--- config.mk ---
export PLATFORM = sky130hd
export DESIGN_NAME = spi_flash_resp_flat
export DESIGN_NICKNAME = d
export VERILOG_FILES = /design/src/rtl/spi_flash_resp_if.sv /design/src/rtl/spi_flash_resp.sv /design/src/flat_wrapper.sv
export SDC_FILE = /design/constraint.sdc
export NUM_CORES = 1
export LEC_CHECK = 0
export CAP_MARGIN = 30
export CORE_MARGIN = 2
export CORE_UTILIZATION = 30
export DETAILED_ROUTE_END_ITERATION = 7
export GPL_ROUTABILITY_DRIVEN = 0
export GPL_TIMING_DRIVEN = 0
export MAX_ROUTING_LAYER = met4
export PLACE_DENSITY = 0.58
export SYNTH_ARGS = -nofsm -noshare
export SYNTH_HDL_FRONTEND = slang
export SYNTH_SLANG_ARGS = --single-unit
--- constraint.sdc ---
create_clock -name clk -period 3 [get_ports clk]
set_input_delay 0.45 -clock clk [delete_from_list [all_inputs] [get_ports clk]]
set_output_delay 0.45 -clock clk [all_outputs]
set_load 0.01 [all_outputs]
--- src/rtl/spi_flash_resp_if.sv ---
`default_nettype none
// ============================================================================
//  Module      : spi_flash_resp_if
//  Description : SPI pad signals and byte-wide backing-memory port of the
//                SPI flash responder, bundled with responder/host views.
//  Revision    : 1.0  initial release
// ============================================================================
interface spi_flash_resp_if #(
   parameter int AW = 16
);
   logic          spi_clk_i;
   logic          spi_mosi_i;
   logic          spi_cs_n_i;
   logic          spi_miso_o;
   logic          spi_miso_oe;
   logic [AW-1:0] mem_addr;
   logic          mem_re;
   logic          mem_we;
   logic [7:0]    mem_wdata;
   logic [7:0]    mem_rdata;

   // Responder side: sees the SPI pads as inputs, owns the memory strobes.
   modport slave (
      input  spi_clk_i, spi_mosi_i, spi_cs_n_i, mem_rdata,
      output spi_miso_o, spi_miso_oe, mem_addr, mem_re, mem_we, mem_wdata
   );

   // Host/environment side: drives the SPI pads and returns memory data.
   modport master (
      output spi_clk_i, spi_mosi_i, spi_cs_n_i, mem_rdata,
      input  spi_miso_o, spi_miso_oe, mem_addr, mem_re, mem_we, mem_wdata
   );
endinterface
`default_nettype wire

--- src/rtl/spi_flash_resp.sv ---
`default_nettype none
// ============================================================================
//  Module      : spi_flash_resp
//  Description : SPI (mode 0) serial-flash responder. Decodes READ (03),
//                PAGE PROGRAM (02), JEDEC ID (9F), READ STATUS (05), WREN (06)
//                and WRDI (04) against a byte-wide backing memory. All SPI
//                pads are oversampled by the system clock.
//  Revision    : 1.0  initial release
// ============================================================================
module spi_flash_resp #(
   parameter int          AW       = 16,
   parameter logic [23:0] JEDEC_ID = 24'hEF4016
) (
   input  logic             clk,
   input  logic             rst_n,
   spi_flash_resp_if.slave  bus
);
   localparam logic [AW-1:0] ONE       = AW'(1);
   localparam logic [AW-1:0] PAGE_MASK = AW'(8'hFF);

   typedef enum logic [2:0] {
      ST_CMD, ST_ADDR, ST_READ, ST_PROG, ST_ID, ST_STAT, ST_IGNORE
   } state_t;

   state_t        state_q, state_d;
   logic [1:0]    cs_sync_q, sck_sync_q, mosi_sync_q;
   logic          sck_prev_q, sck_prev_d;
   logic [1:0]    warm_q, warm_d;
   logic          armed_q, armed_d;
   logic [2:0]    bit_cnt_q, bit_cnt_d;
   logic [7:0]    rx_q, rx_d;
   logic [7:0]    tx_q, tx_d;
   logic [AW-1:0] addr_q, addr_d;
   logic [1:0]    addr_cnt_q, addr_cnt_d;
   logic          is_read_q, is_read_d;
   logic [1:0]    id_idx_q, id_idx_d;
   logic          wel_q, wel_d;
   logic          wrote_q, wrote_d;
   logic          rd_pend_q, rd_pend_d;
   logic          miso_q, miso_d;
   logic          mem_re_q, mem_re_d;
   logic          mem_we_q, mem_we_d;
   logic [AW-1:0] mem_addr_q, mem_addr_d;
   logic [7:0]    mem_wdata_q, mem_wdata_d;

   logic          w_cs, w_sck, w_mosi, w_rise, w_fall, w_active;
   logic          w_byte_done, w_tx_state;
   logic [7:0]    w_rx_next, w_tx_src;
   logic [AW+7:0] w_addr_shift;

   assign w_cs         = cs_sync_q[1];
   assign w_sck        = sck_sync_q[1];
   assign w_mosi       = mosi_sync_q[1];
   assign w_rise       = w_sck & ~sck_prev_q;
   assign w_fall       = ~w_sck & sck_prev_q;
   // Bus is only honoured once a clean CS-high has been seen after reset;
   // a raised CS always overrides any SCK edge in the same cycle.
   assign w_active     = armed_q & ~w_cs;
   assign w_rx_next    = {rx_q[6:0], w_mosi};
   assign w_byte_done  = w_active & w_rise & (bit_cnt_q == 3'd7);
   assign w_addr_shift = {addr_q, w_rx_next};
   // Memory data arrives the cycle after mem_re; use it directly if a fall
   // needs it before it could be parked in the TX register.
   assign w_tx_src     = rd_pend_q ? bus.mem_rdata : tx_q;
   assign w_tx_state   = (state_q == ST_READ) || (state_q == ST_ID) ||
                         (state_q == ST_STAT);

   assign bus.spi_miso_oe = w_active & w_tx_state;
   assign bus.spi_miso_o  = miso_q & bus.spi_miso_oe;
   assign bus.mem_addr    = mem_addr_q;
   assign bus.mem_re      = mem_re_q;
   assign bus.mem_we      = mem_we_q;
   assign bus.mem_wdata   = mem_wdata_q;

   // Two-stage synchronizers for the raw pads; idle bus is CS high, SCK low.
   always_ff @(posedge clk or negedge rst_n) begin
      if (!rst_n) begin
         cs_sync_q   <= 2'b11;
         sck_sync_q  <= 2'b00;
         mosi_sync_q <= 2'b00;
      end else begin
         cs_sync_q   <= {cs_sync_q[0], bus.spi_cs_n_i};
         sck_sync_q  <= {sck_sync_q[0], bus.spi_clk_i};
         mosi_sync_q <= {mosi_sync_q[0], bus.spi_mosi_i};
      end
   end

   // Protocol state and datapath registers.
   always_ff @(posedge clk or negedge rst_n) begin
      if (!rst_n) begin
         state_q     <= ST_CMD;
         sck_prev_q  <= 1'b0;
         warm_q      <= 2'd0;
         armed_q     <= 1'b0;
         bit_cnt_q   <= 3'd0;
         rx_q        <= 8'h00;
         tx_q        <= 8'h00;
         addr_q      <= '0;
         addr_cnt_q  <= 2'd0;
         is_read_q   <= 1'b0;
         id_idx_q    <= 2'd0;
         wel_q       <= 1'b0;
         wrote_q     <= 1'b0;
         rd_pend_q   <= 1'b0;
         miso_q      <= 1'b0;
         mem_re_q    <= 1'b0;
         mem_we_q    <= 1'b0;
         mem_addr_q  <= '0;
         mem_wdata_q <= 8'h00;
      end else begin
         state_q     <= state_d;
         sck_prev_q  <= sck_prev_d;
         warm_q      <= warm_d;
         armed_q     <= armed_d;
         bit_cnt_q   <= bit_cnt_d;
         rx_q        <= rx_d;
         tx_q        <= tx_d;
         addr_q      <= addr_d;
         addr_cnt_q  <= addr_cnt_d;
         is_read_q   <= is_read_d;
         id_idx_q    <= id_idx_d;
         wel_q       <= wel_d;
         wrote_q     <= wrote_d;
         rd_pend_q   <= rd_pend_d;
         miso_q      <= miso_d;
         mem_re_q    <= mem_re_d;
         mem_we_q    <= mem_we_d;
         mem_addr_q  <= mem_addr_d;
         mem_wdata_q <= mem_wdata_d;
      end
   end

   // Next-state: bit shifting, command decode and memory strobes.
   always_comb begin
      state_d     = state_q;
      sck_prev_d  = w_sck;
      warm_d      = (warm_q == 2'd2) ? warm_q : warm_q + 2'd1;
      armed_d     = armed_q | (w_cs & (warm_q == 2'd2));
      bit_cnt_d   = bit_cnt_q;
      rx_d        = rx_q;
      tx_d        = rd_pend_q ? bus.mem_rdata : tx_q;
      addr_d      = addr_q;
      addr_cnt_d  = addr_cnt_q;
      is_read_d   = is_read_q;
      id_idx_d    = id_idx_q;
      wel_d       = wel_q;
      wrote_d     = wrote_q;
      rd_pend_d   = mem_re_q;
      miso_d      = miso_q;
      mem_re_d    = 1'b0;
      mem_we_d    = 1'b0;
      mem_addr_d  = mem_addr_q;
      mem_wdata_d = mem_wdata_q;

      if (!w_active) begin
         state_d    = ST_CMD;
         bit_cnt_d  = 3'd0;
         rx_d       = 8'h00;
         miso_d     = 1'b0;
         addr_cnt_d = 2'd0;
         id_idx_d   = 2'd0;
         // A program burst that stored data consumes the write enable.
         if (wrote_q) begin
            wel_d   = 1'b0;
            wrote_d = 1'b0;
         end
      end else begin
         if (w_rise) begin
            rx_d      = w_rx_next;
            bit_cnt_d = bit_cnt_q + 3'd1;
         end
         if (w_fall && w_tx_state) begin
            miso_d = w_tx_src[7];
            tx_d   = {w_tx_src[6:0], 1'b0};
         end
         if (w_byte_done) begin
            case (state_q)
               ST_CMD: begin
                  case (w_rx_next)
                     8'h03: begin state_d = ST_ADDR; is_read_d = 1'b1; addr_cnt_d = 2'd0; end
                     8'h02: begin state_d = ST_ADDR; is_read_d = 1'b0; addr_cnt_d = 2'd0; end
                     8'h9F: begin state_d = ST_ID; tx_d = JEDEC_ID[23:16]; id_idx_d = 2'd1; end
                     8'h05: begin state_d = ST_STAT; tx_d = {6'b0, wel_q, 1'b0}; end
                     8'h06: begin state_d = ST_IGNORE; wel_d = 1'b1; end
                     8'h04: begin state_d = ST_IGNORE; wel_d = 1'b0; end
                     default: state_d = ST_IGNORE;
                  endcase
               end
               ST_ADDR: begin
                  addr_d     = w_addr_shift[AW-1:0];
                  addr_cnt_d = addr_cnt_q + 2'd1;
                  if (addr_cnt_q == 2'd2) begin
                     if (is_read_q) begin
                        state_d    = ST_READ;
                        mem_re_d   = 1'b1;
                        mem_addr_d = w_addr_shift[AW-1:0];
                        addr_d     = w_addr_shift[AW-1:0] + ONE;
                     end else begin
                        state_d = ST_PROG;
                     end
                  end
               end
               ST_READ: begin
                  mem_re_d   = 1'b1;
                  mem_addr_d = addr_q;
                  addr_d     = addr_q + ONE;
               end
               ST_PROG: begin
                  if (wel_q) begin
                     mem_we_d    = 1'b1;
                     mem_addr_d  = addr_q;
                     mem_wdata_d = w_rx_next;
                     wrote_d     = 1'b1;
                     addr_d      = (addr_q & ~PAGE_MASK) | ((addr_q + ONE) & PAGE_MASK);
                  end
               end
               ST_ID: begin
                  case (id_idx_q)
                     2'd1:    tx_d = JEDEC_ID[15:8];
                     2'd2:    tx_d = JEDEC_ID[7:0];
                     default: tx_d = 8'h00;
                  endcase
                  if (id_idx_q != 2'd3) id_idx_d = id_idx_q + 2'd1;
               end
               ST_STAT: tx_d = {6'b0, wel_q, 1'b0};
               default: ;
            endcase
         end
      end
   end
endmodule
`default_nettype wire
--- src/flat_wrapper.sv ---
// flat-port wrapper written by rule: the top's interface ports become plain ports
module spi_flash_resp_flat 
#(
   parameter int          AW       = 16,
   parameter logic [23:0] JEDEC_ID = 24'hEF4016
)
  (clk, rst_n, bus_spi_clk_i, bus_spi_mosi_i, bus_spi_cs_n_i, bus_mem_rdata, bus_spi_miso_o, bus_spi_miso_oe, bus_mem_addr, bus_mem_re, bus_mem_we, bus_mem_wdata);
  spi_flash_resp_if #(.AW(AW)) bus_i ();
  input  logic clk;
  input  logic rst_n;
  input wire logic [$bits(bus_i.spi_clk_i)-1:0] bus_spi_clk_i;
  input wire logic [$bits(bus_i.spi_mosi_i)-1:0] bus_spi_mosi_i;
  input wire logic [$bits(bus_i.spi_cs_n_i)-1:0] bus_spi_cs_n_i;
  input wire logic [$bits(bus_i.mem_rdata)-1:0] bus_mem_rdata;
  output wire logic [$bits(bus_i.spi_miso_o)-1:0] bus_spi_miso_o;
  output wire logic [$bits(bus_i.spi_miso_oe)-1:0] bus_spi_miso_oe;
  output wire logic [$bits(bus_i.mem_addr)-1:0] bus_mem_addr;
  output wire logic [$bits(bus_i.mem_re)-1:0] bus_mem_re;
  output wire logic [$bits(bus_i.mem_we)-1:0] bus_mem_we;
  output wire logic [$bits(bus_i.mem_wdata)-1:0] bus_mem_wdata;
  assign bus_i.spi_clk_i = bus_spi_clk_i;
  assign bus_i.spi_mosi_i = bus_spi_mosi_i;
  assign bus_i.spi_cs_n_i = bus_spi_cs_n_i;
  assign bus_i.mem_rdata = bus_mem_rdata;
  assign bus_spi_miso_o = bus_i.spi_miso_o;
  assign bus_spi_miso_oe = bus_i.spi_miso_oe;
  assign bus_mem_addr = bus_i.mem_addr;
  assign bus_mem_re = bus_i.mem_re;
  assign bus_mem_we = bus_i.mem_we;
  assign bus_mem_wdata = bus_i.mem_wdata;
  spi_flash_resp #(.AW(AW), .JEDEC_ID(JEDEC_ID)) u_core (.clk(clk), .rst_n(rst_n), .bus(bus_i));
endmodule
==> impl_metrics.json <==
{
  "outcome": "complete, no violations",
  "cp.depth": 5,
  "endpoint_kind": "primary output",
  "pin_count": 41,
  "synth.ff_latch_count": 82,
  "cts_buffers": 9,
  "htreeDepth": 3,
  "clk_pin_slew_ps": 60,
  "grt_pass1_wl_um": 20200,
  "synthCells": 503,
  "hold_viol": 0,
  "cts-root-buf": "clkbuf_16",
  "slew_viol_final": 0,
  "place_ws_ps": 431,
  "synth_top_area_cell": "dfrtp_1",
  "rows": 44,
  "p_per_area_nw_per_um2": 411,
  "critPathLaunchType": "flip-flop",
  "crit_chain": "clkbuf_1 -> or3b_2 -> a21oi_2 -> and2_1 -> clkdlybuf4s50_1",
  "slowest_delay_ps": 540,
  "grt_antenna_before_repair": 0,
  "finalPower_mw": 2.22,
  "clk_latency_ps": 340,
  "fin_crit_sh_pct": 94.4,
  "routedWlPerCell_um": 16.4,
  "dr.pass1.iters": 5,
  "nFillCells": 1470,
  "remaining_drc_errors": 0,
  "cpLargestDelayFamily": "buffers and inverters",
  "cts_tree": "yes",
  "grt_pass1_vias": 3943,
  "hpwl_um": 8630,
  "worstSetupPathType": "flip-flop to primary output",
  "cts_setup_buffers": 0,
  "async_reset_ff_share_pct": 100,
  "start_util_pct": 30.7,
  "setup_ws_ps": 169,
  "synth_ff_type": "dfrtp_1",
  "irDropWorstVdd_uv": 219,
  "drt_iter0_drc": 431,
  "ys_top_cells_by_area": "dfrtp_1 (45%), nand2_1 (6.9%), a21oi_1 (4.2%)",
  "p_leak_nw": 2.08,
  "drive_gt1_share_pct": 8.59,
  "grt_max_degree": 62,
  "antennaDiodeCount": 0,
  "setup_viol": 0,
  "layout_common_cells": "nand2_1 (82), dfrtp_1 (80), clkdlybuf4s50_1 (39)",
  "yosysTopAreaCellShare_pct": 44.6,
  "ys_types": 57,
  "max-cap-violations": 0,
  "drtAntennaViolNets": 0,
  "cts_resized": 0,
  "die-height_um": 126,
  "synth_area_per_cell_um2": 8.92,
  "grt_util_all_layers_pct": 16.4,
  "wirelength_um": 12200,
  "fmax_mhz": 353,
  "synth_edf_count": 0,
  "critPathSlowestCell": "or3b_2",
  "numPortBuffers": 40,
  "path_buf_inv": 2,
  "rsz0062_at_grt": "no",
  "ff2ff_setup_slack_ps": 560,
  "vias": 4027,
  "cts_max_path_buffers": 2,
  "clkSinkCount": 82,
  "syn-cell-area_um2": 4490,
  "core_area_um2": 14600,
  "ys_seq_area_share_pct": 45.8,
  "slew_headroom_pct": 45.0,
  "avgViaCountPerCell": 5.42,
  "ys_warn_count": 0,
  "grt_overflow_total": 0,
  "cp_max_fo": 10,
  "syn-num-nets": 528,
  "die_area_um2": 15900,
  "min_period_ps": 2830,
  "reg2reg_depth": 8,
  "cp_data_arrival_time_ps": 2380,
  "final_common_cell": "nand2_1",
  "fin_nets": 580,
  "syn_to_final_growth_pct": 20.7,
  "fin_worst_skew_ps": 5.92,
  "cp.required_ps": 2550,
  "holdBufCountCts": 0,
  "hp-class": "primary input to asynchronous set/reset pin",
  "die_w_um": 126,
  "worst_pin_slew_ps": 818
}
## routing by layer
layer | share of wire, % | wire (um) | global-route usage [%] | vias to the layer above
met2 | 47 | 5700 | 25.2 | 115
met5 | 0 | 0 | - | -
met3 | 4.9 | 592 | 3.27 | 20
li1 | - | - | - | 1909
met4 | 2.3 | 282 | 7.24 | 0
met1 | 46 | 5590 | 21.0 | 1983
## power by group
part	internal (mW)	leakage (nW)	switching [mW]	total, mW
Clock	0.575	0.134	0.436	1.01
Sequential	1.12	1.10	0.00796	1.12
Combinational	0.0338	0.847	0.0542	0.0880
## area by class of cell
type | count | area [um2] | area share [%]
buffer | 38 | 154 | 2.84
clock buffer | 10 | 239 | 4.41
clock inverter | 5 | 31.3 | 0.578
inverter | 12 | 45.0 | 0.832
multi-input combinational | 371 | 2240 | 41.3
sequential | 82 | 2050 | 37.9
tap | 184 | 230 | 4.25
timing repair buffer | 41 | 425 | 7.86
## metrics by stage
stage | TNS, ps | hold WS, ps | cell area, um2 | cells | utilization, %
after detailed placement | 0 | 339 | 5140 | 728 | 35.2
after floorplan | 0 | 154 | 4490 | 503 | -
after global routing | 0 | 24.0 | 5420 | 743 | 37.1
after global placement | -128170 | 334 | 5120 | 727 | 35.1
final | 0 | 5.00 | 5420 | 743 | 37.1
after CTS | 0 | 1.87 | 5410 | 743 | 37.1
## synth_stat cells, drive strengths merged (3+ instances only)
master  number
a31oi       20
a41oi        5
or4          4
xor2         3
nor2        38
nor4b        3
nor4         6
mux2        10
nand3       18
nor2b        3
dfrtp       80
o21ai       24
nand2       83
o22ai        7
or3          6
xnor2        9
a21oi       38
buf         11
mux2i        9
nand2b       6
nor3        13
a211oi       6
nand4        3
ha          12
clkbuf      27
a21o         4
inv         12
o211ai       6
## logic make-up after synthesis
family | after synthesis | share of synthesized area, %
simple gates | 196 | 20.8
compound gates | 132 | 18.7
flops | 82 | 45.8
buf+inv | 50 | 4.44
mux | 19 | 4.52
xor+xnor | 12 | 2.34
fa+ha+maj | 12 | 3.35
## worst paths after layout
kind | from | to
worst max-delay path | u_core.state_q[0]$_DFFE_PN0P_ | bus_spi_miso_o
worst min-delay path | rst_n | u_core.rd_pend_q$_DFF_PN0_
worst max register to register | u_core.addr_cnt_q[0]$_DFFE_PN0P_ | u_core.addr_q[11]$_DFFE_PN0P_
worst min register to register | u_core.mosi_sync_q[0]$_DFF_PN0_ | u_core.mosi_sync_q[1]$_DFF_PN0_
max in group asynchronous | rst_n | u_core.bus.mem_addr[10]$_DFFE_PN0P_
min in group clk | u_core.mosi_sync_q[0]$_DFF_PN0_ | u_core.mosi_sync_q[1]$_DFF_PN0_
## flip-flops by register name, indices dropped and copies added (netlist names), 2 cells and up
register,flops
u_core.addr_q,16
u_core.bus.mem_addr,16
u_core.bus.mem_wdata,8
u_core.tx_q,8
u_core.rx_q,7
u_core.bit_cnt_q,3
u_core.state_q,3
u_core.addr_cnt_q,2
u_core.cs_sync_q,2
u_core.id_idx_q,2
u_core.mosi_sync_q,2
u_core.sck_sync_q,2
u_core.warm_q,2
Power figures use the tool's default switching activity.
